`src/rtl/rvsteel_board_pkg.sv`:
```
// Shared definitions for the board reset/halt sequencer: FSM state encoding
// and the counter-width helper used by the sequencer and its debouncers.
package rvsteel_board_pkg;

   typedef enum logic [1:0] {
      POR_HOLD = 2'd0,
      RUN      = 2'd1,
      ASSERT   = 2'd2,
      HOLD     = 2'd3
   } seq_state_t;

   // Width of a counter that must reach n-1; never narrower than one bit.
   function automatic int counter_width(input int n);
      return (n > 1) ? $clog2(n) : 1;
   endfunction

endpackage

```
`src/rtl/button_debouncer.sv`:
```
// One push-button input path: polarity normalisation, 2-flop synchroniser,
// counter debouncer and a one-cycle pulse on each released->pressed change.
module button_debouncer
   import rvsteel_board_pkg::*;
#(
   parameter int DEBOUNCE_CYCLES    = 500000,
   parameter bit BUTTON_ACTIVE_HIGH = 1'b1
) (
   input  logic i_clk,
   input  logic i_rst_n,
   input  logic i_pin,
   output logic o_state,
   output logic o_press
);

   localparam int               CNT_W    = counter_width(DEBOUNCE_CYCLES);
   localparam logic [CNT_W-1:0] CNT_LAST = CNT_W'(DEBOUNCE_CYCLES - 1);

   logic             w_norm;
   logic [1:0]       r_sync;
   logic [CNT_W-1:0] r_cnt;
   logic             r_stable;
   logic             r_stable_d;

   assign w_norm = BUTTON_ACTIVE_HIGH ? i_pin : ~i_pin;

   // The counter only advances while the synced level disagrees with the
   // stable state, so any agreeing sample restarts the qualification window.
   always_ff @(posedge i_clk or negedge i_rst_n) begin
      if (!i_rst_n) begin
         r_sync     <= 2'b00;
         r_cnt      <= '0;
         r_stable   <= 1'b0;
         r_stable_d <= 1'b0;
      end else begin
         r_sync     <= {r_sync[0], w_norm};
         r_stable_d <= r_stable;
         if (r_sync[1] == r_stable) begin
            r_cnt <= '0;
         end else if (r_cnt == CNT_LAST) begin
            r_stable <= ~r_stable;
            r_cnt    <= '0;
         end else begin
            r_cnt <= r_cnt + CNT_W'(1);
         end
      end
   end

   assign o_state = r_stable;
   assign o_press = r_stable & ~r_stable_d;

endmodule

```
`src/rtl/board_reset_sequencer.sv`:
```
// Sequences SoC reset and halt from debounced push-buttons: power-on hold,
// minimum reset pulse width, and level or toggle halt control.
module board_reset_sequencer
   import rvsteel_board_pkg::*;
#(
   parameter int DEBOUNCE_CYCLES    = 500000,
   parameter int RESET_HOLD_CYCLES  = 16,
   parameter bit HALT_TOGGLE        = 1'b0,
   parameter bit BUTTON_ACTIVE_HIGH = 1'b1
) (
   input  logic clock,
   input  logic reset_n,
   input  logic reset_button,
   input  logic halt_button,
   output logic soc_reset,
   output logic soc_halt,
   output logic soc_ready
);

   localparam int MAX_CYCLES = (DEBOUNCE_CYCLES > RESET_HOLD_CYCLES) ?
                               DEBOUNCE_CYCLES : RESET_HOLD_CYCLES;
   localparam int               CNT_W     = counter_width(MAX_CYCLES);
   localparam logic [CNT_W-1:0] HOLD_LAST = CNT_W'(RESET_HOLD_CYCLES - 1);

   logic [1:0]       r_rst_sync;
   logic             w_rst_n;
   logic             w_rst_state;
   logic             w_rst_press;
   logic             w_halt_state;
   logic             w_halt_press;
   seq_state_t       r_state;
   seq_state_t       w_state_nxt;
   logic [CNT_W-1:0] r_hold_cnt;
   logic [CNT_W-1:0] w_hold_cnt_nxt;
   logic             r_halt_tog;
   logic             w_halt_tog_nxt;
   logic             w_halt_nxt;
   logic             r_soc_reset;
   logic             r_soc_halt;
   logic             r_soc_ready;

   // Assertion reaches every flop at once; release is delayed two edges.
   always_ff @(posedge clock or negedge reset_n) begin
      if (!reset_n) begin
         r_rst_sync <= 2'b00;
      end else begin
         r_rst_sync <= {r_rst_sync[0], 1'b1};
      end
   end

   assign w_rst_n = r_rst_sync[1];

   button_debouncer #(
      .DEBOUNCE_CYCLES    (DEBOUNCE_CYCLES),
      .BUTTON_ACTIVE_HIGH (BUTTON_ACTIVE_HIGH)
   ) u_reset_button (
      .i_clk   (clock),
      .i_rst_n (w_rst_n),
      .i_pin   (reset_button),
      .o_state (w_rst_state),
      .o_press (w_rst_press)
   );

   button_debouncer #(
      .DEBOUNCE_CYCLES    (DEBOUNCE_CYCLES),
      .BUTTON_ACTIVE_HIGH (BUTTON_ACTIVE_HIGH)
   ) u_halt_button (
      .i_clk   (clock),
      .i_rst_n (w_rst_n),
      .i_pin   (halt_button),
      .o_state (w_halt_state),
      .o_press (w_halt_press)
   );

   always_ff @(posedge clock or negedge w_rst_n) begin
      if (!w_rst_n) begin
         r_state     <= POR_HOLD;
         r_hold_cnt  <= '0;
         r_halt_tog  <= 1'b0;
         r_soc_reset <= 1'b1;
         r_soc_halt  <= 1'b0;
         r_soc_ready <= 1'b0;
      end else begin
         r_state     <= w_state_nxt;
         r_hold_cnt  <= w_hold_cnt_nxt;
         r_halt_tog  <= w_halt_tog_nxt;
         r_soc_reset <= (w_state_nxt != RUN);
         r_soc_halt  <= w_halt_nxt;
         r_soc_ready <= (w_state_nxt == RUN);
      end
   end

   // The hold counter is zero whenever it is not actively counting, so every
   // entry into HOLD starts a full hold window.
   always_comb begin
      w_state_nxt    = r_state;
      w_hold_cnt_nxt = '0;
      w_halt_tog_nxt = r_halt_tog;
      case (r_state)
         POR_HOLD: begin
            if (r_hold_cnt == HOLD_LAST) begin
               w_state_nxt = RUN;
            end else begin
               w_hold_cnt_nxt = r_hold_cnt + CNT_W'(1);
            end
         end
         RUN: begin
            if (w_rst_press) begin
               w_state_nxt = ASSERT;
            end else if (w_halt_press) begin
               w_halt_tog_nxt = ~r_halt_tog;
            end
         end
         ASSERT: begin
            if (!w_rst_state) begin
               w_state_nxt = HOLD;
            end
         end
         HOLD: begin
            if (w_rst_press) begin
               w_state_nxt = ASSERT;
            end else if (r_hold_cnt == HOLD_LAST) begin
               w_state_nxt = RUN;
            end else begin
               w_hold_cnt_nxt = r_hold_cnt + CNT_W'(1);
            end
         end
         default: begin
            w_state_nxt = POR_HOLD;
         end
      endcase

      if ((w_state_nxt == ASSERT) || (w_state_nxt == POR_HOLD)) begin
         w_halt_tog_nxt = 1'b0;
      end

      w_halt_nxt = 1'b0;
      if (w_state_nxt == RUN) begin
         w_halt_nxt = HALT_TOGGLE ? w_halt_tog_nxt : w_halt_state;
      end
   end

   assign soc_reset = r_soc_reset;
   assign soc_halt  = r_soc_halt;
   assign soc_ready = r_soc_ready;

endmodule

```
`config.mk`:
```
export PLATFORM = sky130hd
export DESIGN_NAME = board_reset_sequencer
export DESIGN_NICKNAME = d
export VERILOG_FILES = /design/src/rtl/rvsteel_board_pkg.sv /design/src/rtl/button_debouncer.sv /design/src/rtl/board_reset_sequencer.sv
export SDC_FILE = /design/constraint.sdc
export NUM_CORES = 1
export LEC_CHECK = 0
export ABC_CLOCK_PERIOD_IN_PS = 2100
export CAP_MARGIN = 10
export CORE_MARGIN = 2
export CORE_UTILIZATION = 35
export CTS_BUF_LIST = sky130_fd_sc_hd__clkbuf_4 sky130_fd_sc_hd__clkbuf_8
export CTS_CLUSTER_DIAMETER = 120
export CTS_CLUSTER_SIZE = 24
export DETAILED_ROUTE_END_ITERATION = 6
export GPL_TIMING_DRIVEN = 1
export PLACE_DENSITY_LB_ADDON = 0.12
export SKIP_CTS_REPAIR_TIMING = 1
export SLEW_MARGIN = 5
export SYNTH_ARGS = -nofsm -noshare
export SYNTH_HDL_FRONTEND = slang
export SYNTH_SLANG_ARGS = --single-unit
```
`constraint.sdc`:
```
create_clock -name clock -period 2.1 [get_ports clock]
set_clock_uncertainty 0.1 [all_clocks]
set_input_delay 0.42 -clock clock [delete_from_list [all_inputs] [get_ports clock]]
set_output_delay 0.42 -clock clock [all_outputs]
set_load 0.02 [all_outputs]
```
==> impl_metrics.toml, run 1 <==
[clocking]
cts_buffers = 9
clock_tree_from_tritoncts = "yes"
clock_insertion_delay_worst_skew_ns = 0.35
path_clk_slew_ns = 0.07
root_buffer = "sky130_fd_sc_hd__clkbuf_8"
cts.sinks = 71
cts.htree.levels = 3
clk_path_buf_depth = 2

[global_routing]
grt_overflow = 0
global_route_wire_length_before_repair_um = 10700
antenna_found_initial = 0
grt_pass1_vias = 2277
maximum_number_of_pins_on_one_net_before_global_route_repair = 38
groute.usage.overall_pct = 13.3

[worst_hold_path]
hold_path.class = "reg2async"

[pwr]
pwr-share-seq_pct = 57.1
p_sw_share_pct = 22.0
power_per_cell_area_nw_per_um2 = 650
power.clock.fraction_pct = 40.1
total_leakage_power_nw = 1.58
power.ir.vdd_worst_v = 0.000344
p_int_mw = 1.91
pwr-share-comb_pct = 2.8
netSwitchingPower_mw = 0.539

[critical_path]
regToRegSetupSlack_ns = 0.27
cp_slowest_stage_delay_ns = 0.59
critPathArrivalTime_ns = 1.45
crit_fanout = 1
critical-path-slowest-cell = "sky130_fd_sc_hd__clkdlybuf4s50_1"
worst-setup-path-type = "reg2out"
worst_ep_required_ns = 1.58
worstPathBufferInverterCount = 1
cell_by_cell_listing_of_the_critical_path = "clkdlybuf4s50_1"
cp_top_family = "buffers and inverters"
critical_path.endpoint_type = "primary output"
cp-start-kind = "flop"

[cells_and_area]
fin_nets = 361
diodes = 0
design_area_sq_um = 3770
area.growth.synth_to_final_pct = 12.2
layout-drive-gt1-share_pct = 9.32
instances_no_fill = 483

[placement]
io_buffers = 6
placed_area_sq_um = 3600
dp_hpwl_um = 3950
number_of_placed_instances_with_taps_included = 468
gp_congestion = 0.730

[yosys]
avgSynthCellArea_sq_um = 10.1
synth_fp_nets = 344
cell_count_after_synthesis = 333
synth_ff_type = "sky130_fd_sc_hd__dfrtp_1"
synth-warning-count = 0
number_of_synthesized_flops_with_an_enable_pin = 0
netlist-cell-type-count = 36
synthArstFlopShare_pct = 100
synth_sequential_area_ratio_pct = 52.8
yosys_register_bits = 71
synthesis.area_sq_um = 3360

[sta]
finalMaxSlewViolations = 0
fin_crit_ns = 1.97
finalSetupTns_ns = 0
setup-violations-final = 0
part_of_the_cycle_the_worst_path_needs_pct = 93.7
rsz0062_at_grt = "no"
max_freq_ghz = 0.508
report.final.hold_viol_count = 0

[route]
drt_wl_total_um = 5900
antenna_left = 0
drc = 0
drt_iter0_markers = 96
drtPass1Iterations = 4
vias_per_cell = 4.66
dr_total_vias = 2250
routed_wirelength_normalized_by_instance_count_um = 12.2

[floorplanning]
die_h_um = 102
rows = 35
floorplan.die_area_sq_um = 10400
horiz_die_dim_um = 102
design.portCount = 7
fp.coreArea_sq_um = 9280
initial_core_util_pct = 36.2

[run_status]
outcome = "finished clean"

[job]
max_cap_violations = 0
-- path summary, 6_finish.rpt --
check | start | to | cells after the start
max in group asynchronous | r_rst_sync[1]$_DFF_PN0_ | r_hold_cnt[3]$_DFF_PN0_ | 1
setup reg to reg | r_state[0]$_DFF_PN0_ | soc_halt$_DFF_PN0_ | 7
setup / recovery | soc_reset$_DFF_PN1_ | soc_reset | 1
hold reg to reg | r_rst_sync[1]$_DFF_PN0_ | u_reset_button.r_cnt[1]$_DFF_PN0_ | 0
hold / removal | r_rst_sync[1]$_DFF_PN0_ | u_reset_button.r_cnt[1]$_DFF_PN0_ | 0
min in group clock | r_rst_sync[0]$_DFF_PN0_ | r_rst_sync[1]$_DFF_PN0_ | 0
-- cell usage after synthesis, types with 2 or more instances --
| library cell | count | area (sq um) |
|---|---|---|
| sky130_fd_sc_hd__o21ai_0 | 3 | 15.0 |
| sky130_fd_sc_hd__xnor2_1 | 19 | 166 |
| sky130_fd_sc_hd__mux2_2 | 2 | 22.5 |
| sky130_fd_sc_hd__ha_1 | 7 | 87.6 |
| sky130_fd_sc_hd__xor2_1 | 34 | 298 |
| sky130_fd_sc_hd__buf_6 | 3 | 33.8 |
| sky130_fd_sc_hd__buf_4 | 4 | 30.0 |
| sky130_fd_sc_hd__dfrtp_1 | 70 | 1750 |
| sky130_fd_sc_hd__nor3_2 | 3 | 30.0 |
| sky130_fd_sc_hd__o21bai_1 | 2 | 15.0 |
| sky130_fd_sc_hd__inv_1 | 8 | 30.0 |
| sky130_fd_sc_hd__and4_1 | 4 | 35.0 |
| sky130_fd_sc_hd__or2_1 | 2 | 12.5 |
| sky130_fd_sc_hd__nor2_1 | 73 | 274 |
| sky130_fd_sc_hd__nand2_1 | 22 | 82.6 |
| sky130_fd_sc_hd__and3_1 | 5 | 31.3 |
| sky130_fd_sc_hd__nand3_1 | 26 | 130 |
| sky130_fd_sc_hd__nor2b_1 | 3 | 18.8 |
| sky130_fd_sc_hd__o22ai_1 | 2 | 12.5 |
| sky130_fd_sc_hd__nor3_1 | 6 | 30.0 |
| sky130_fd_sc_hd__nor4_1 | 6 | 37.5 |
| sky130_fd_sc_hd__or3_1 | 2 | 12.5 |
| sky130_fd_sc_hd__nand4_1 | 13 | 81.3 |
| sky130_fd_sc_hd__nand2b_1 | 2 | 12.5 |
-- final cells by class --
cell class / count / area, sq um
Clock inverter: 1 / 5.00
Multi-Input combinational cell: 247 / 1490
Clock buffer: 14 / 168
Inverter: 8 / 30.0
Fill cell: 956 / 5510
Tap cell: 129 / 161
Timing Repair Buffer: 13 / 138
Sequential cell: 71 / 1780
-- cell families after synthesis --
logic type / count (synthesis) / share of synthesized area [%]
fa+ha+maj: 7 / 2.60
compound gates: 11 / 2.08
xor+xnor: 53 / 13.8
buf+inv: 15 / 2.79
flops: 71 / 52.8
mux: 2 / 0.669
simple gates: 173 / 25.1
other cells: 1 / 0.111
-- through the flow --
step	hold WS, ns	util, %	total power, mW	worst slack (ns)
after CTS	0.0755	40.6	2.51	0.0983
after detailed placement	0.0909	38.8	1.50	0.234
final	0.0616	40.6	2.45	0.132
after global placement	0.0794	38.8	1.50	0.228
after floorplan	0.0244	-	1.47	0.384
after global routing	0.107	40.6	2.59	0.0822
-- layout by cell type (no fill, tap or decap), types with 7 or more instances in the layout --
master                     instances
sky130_fd_sc_hd__nand2_1          22
sky130_fd_sc_hd__ha_1              7
sky130_fd_sc_hd__inv_1             8
sky130_fd_sc_hd__dfrtp_1          69
sky130_fd_sc_hd__nand3_1          26
sky130_fd_sc_hd__clkbuf_8         10
sky130_fd_sc_hd__xor2_1           34
sky130_fd_sc_hd__nand4_1          13
sky130_fd_sc_hd__nor2_1           73
sky130_fd_sc_hd__xnor2_1          19
-- power groups by stage --
stage | Clock [mW] | Combinational (mW) | Sequential (mW)
3_5_place_dp | 0 | 0.0712 | 1.43
2_1_floorplan | 0 | 0.0331 | 1.44
6_report | 0.984 | 0.0682 | 1.40
4_1_cts | 1.04 | 0.0718 | 1.40
3_3_place_gp | 0 | 0.0712 | 1.43
5_1_grt | 1.11 | 0.0805 | 1.40
-- sequential cells by signal, summed over array words and instances, names as in the netlist, 2 cells and up --
signal / count
r_hold_cnt: 19
u_halt_button.r_cnt: 19
u_reset_button.r_cnt: 19
r_rst_sync: 2
r_state: 2
u_halt_button.r_sync: 2
u_reset_button.r_sync: 2
-- routing by layer --
metal,track usage (%),share of wire (%)
met4,5.13,1.6
met3,5.40,3.9
met2,19.4,43
met1,17.9,52
met5,0,0
No activity file was read; power rests on OpenSTA's default activity.
==> run 2, diff against run 1 <==
SKIP_LAST_GASP = 1   (was not set)
==> results of run 2 <==
The final DEF is identical to that of run 1; final timing and power are the same.
==> run 3, diff against run 2 <==
ABC_CLOCK_PERIOD_IN_PS = 1900   (was 2100)
SETUP_SLACK_MARGIN = 0.3   (was not set)
clock period = 1.9 ns   (was 2.1 ns; I/O delays follow)
==> run 3 against run 2 <==
First-iteration DRC count is 26% lower. Core utilization is 7.6 points higher. Count of clock-buffer cells in the layout is 2 lower. Critical path depth is 3 higher. Clock power is 6% higher. Die area stayed put. Combinational power is 95% higher. Highest routed layer unchanged.
==> impl_metrics.toml, run 3 (same netlist as run 1, synthesis figures left out) <==
[run_status]
outcome = "finished clean"

[floorplanning]
rows = 35
horiz_die_dim_um = 102
design.portCount = 7
fp.coreArea_sq_um = 9280
die_h_um = 102
floorplan.die_area_sq_um = 10400
initial_core_util_pct = 36.2

[placement]
dp_hpwl_um = 3760
io_buffers = 6
gp_congestion = 0.731

[clocking]
cts.sinks = 71
cts_buffers = 9
cts.htree.levels = 3
root_buffer = "sky130_fd_sc_hd__clkbuf_8"
path_clk_slew_ns = 0.08
clock_tree_from_tritoncts = "yes"
clk_path_buf_depth = 2
clock_insertion_delay_worst_skew_ns = 0.35

[sta]
finalHoldWorstSlack_ns = 0.0578
max_freq_ghz = 0.581
finalSetupTns_ns = 0
fin_crit_ns = 1.72
setup-violations-final = 0
report.final.hold_viol_count = 0
finalMaxSlewViolations = 0
part_of_the_cycle_the_worst_path_needs_pct = 90.5
rsz0062_at_grt = "yes"

[route]
dr_total_vias = 2459
drtPass1Iterations = 4
vias_per_cell = 4.79
drt_wl_total_um = 6860
antenna_left = 0
routed_wirelength_normalized_by_instance_count_um = 13.4
drc = 0
drt_iter0_markers = 71

[global_routing]
maximum_number_of_pins_on_one_net_before_global_route_repair = 58
global_route_wire_length_before_repair_um = 10200
antenna_found_initial = 0
grt_overflow = 0
grt_pass1_vias = 2196
groute.usage.overall_pct = 12.7

[cells_and_area]
fin_nets = 392
layout.cells.most_common = "sky130_fd_sc_hd__dfrtp_1"
finalCoreUtilization_pct = 48.2
layout-drive-gt1-share_pct = 37.5
diodes = 0
area.growth.synth_to_final_pct = 33.0
biggestRegsByFlops = "r_hold_cnt (19), u_halt_button.r_cnt (19), u_reset_button.r_cnt (19)"
layout_common_cells = "sky130_fd_sc_hd__dfrtp_1, sky130_fd_sc_hd__xor2_1, sky130_fd_sc_hd__nor2_1, sky130_fd_sc_hd__buf_4, sky130_fd_sc_hd__nor2_2"

[pwr]
power.ir.vdd_worst_v = 0.000486
power_per_cell_area_nw_per_um2 = 609
final_total_pwr_mw = 2.73
total_leakage_power_nw = 1.81

[critical_path]
worst_ep_required_ns = 2.03
critical-path-slowest-cell = "sky130_fd_sc_hd__dfrtp_1"
critical_path.reg2reg.startpoint = "u_halt_button.r_cnt[1]$_DFF_PN0_"
worstPathBufferInverterCount = 0
rr_endpoint = "u_halt_button.o_state$_DFFE_PN0P_"
critPathArrivalTime_ns = 1.85
critical_path.endpoint_type = "flop"
worst-setup-path-type = "reg2reg"
cp-start-kind = "flop"
worst-path-stages = 4
reg2reg_path_depth = 4
regToRegSetupSlack_ns = 0.18
cell_by_cell_listing_of_the_critical_path = "ha_4, nand4_1, nor3_4, mux2_4"
cp_slowest_stage_delay_ns = 0.43
cp_top_family = "simple AND/OR/NAND/NOR gates"
crit_fanout = 5

[worst_hold_path]
hold_path.class = "reg2async"

[job]
max_cap_violations = 0
## run 3: changes by cell type in the layout (fill, tap and decap cells not counted), moves of 13 or more
cell and change:
sky130_fd_sc_hd__buf_4 +21, sky130_fd_sc_hd__dfrtp_1 -13, sky130_fd_sc_hd__nor2_4 +16, sky130_fd_sc_hd__nor2_2 +24
sky130_fd_sc_hd__nor2_1 -40, sky130_fd_sc_hd__dfrtp_2 +13
## run 3: where the power goes
part	total [mW]	internal (mW)	leakage (nW)	switching, mW
logic	0.133	0.0620	0.788	0.0714
clock network	1.04	0.520	0.0889	0.524
registers	1.55	1.53	0.938	0.0209
## run 3: area by class of cell
class | count | area (sq um)
fill | 890 | 4810
multi-input combinational | 250 | 1880
sequential | 71 | 1800
timing repair buffer | 41 | 445
tap | 129 | 161
clock buffer | 12 | 153
inverter | 8 | 32.5
clock inverter | 2 | 10.0
## run 3: worst register-to-register path, stage by stage (launching register included)
cell,delay [ns]
sky130_fd_sc_hd__dfrtp_1,0.43
sky130_fd_sc_hd__ha_4,0.16
sky130_fd_sc_hd__nand4_1,0.21
sky130_fd_sc_hd__nor3_4,0.37
sky130_fd_sc_hd__mux2_4,0.33
## run 3: routing by layer
| layer | GRT usage, % | vias to the layer above | wire length [um] |
|---|---|---|---|
| li1 | - | 1211 | - |
| met1 | 17.0 | 1214 | 3210 |
| met2 | 18.9 | 25 | 3340 |
| met3 | 4.51 | 9 | 206 |
| met4 | 4.92 | 0 | 101 |
| met5 | 0 | - | 0 |
## run 3: worst max-delay path by stage
stage,endpoint,slack [ns],from
4_1_cts,soc_reset,-0.05,soc_reset$_DFF_PN1_
5_1_grt,u_halt_button.r_cnt[10]$_DFF_PN0_,0.09,u_halt_button.r_cnt[0]$_DFF_PN0_
3_3_place_gp,soc_halt$_DFF_PN0_,0.19,r_state[1]$_DFF_PN0_
3_5_place_dp,u_halt_button.r_cnt[18]$_DFF_PN0_,0.15,u_halt_button.r_cnt[0]$_DFF_PN0_
2_1_floorplan,r_hold_cnt[10]$_DFF_PN0_,0.28,r_hold_cnt[12]$_DFF_PN0_
6_report,u_halt_button.o_state$_DFFE_PN0P_,0.18,u_halt_button.r_cnt[1]$_DFF_PN0_
## run 3: through the flow
step	setup slack [ns]	instance area, sq um	instances
4_1_cts	-0.0498	3790	482
3_5_place_dp	0.152	3630	468
6_report	0.180	4480	513
3_3_place_gp	0.192	3630	468
5_1_grt	0.0882	4480	513
2_1_floorplan	0.284	3400	333
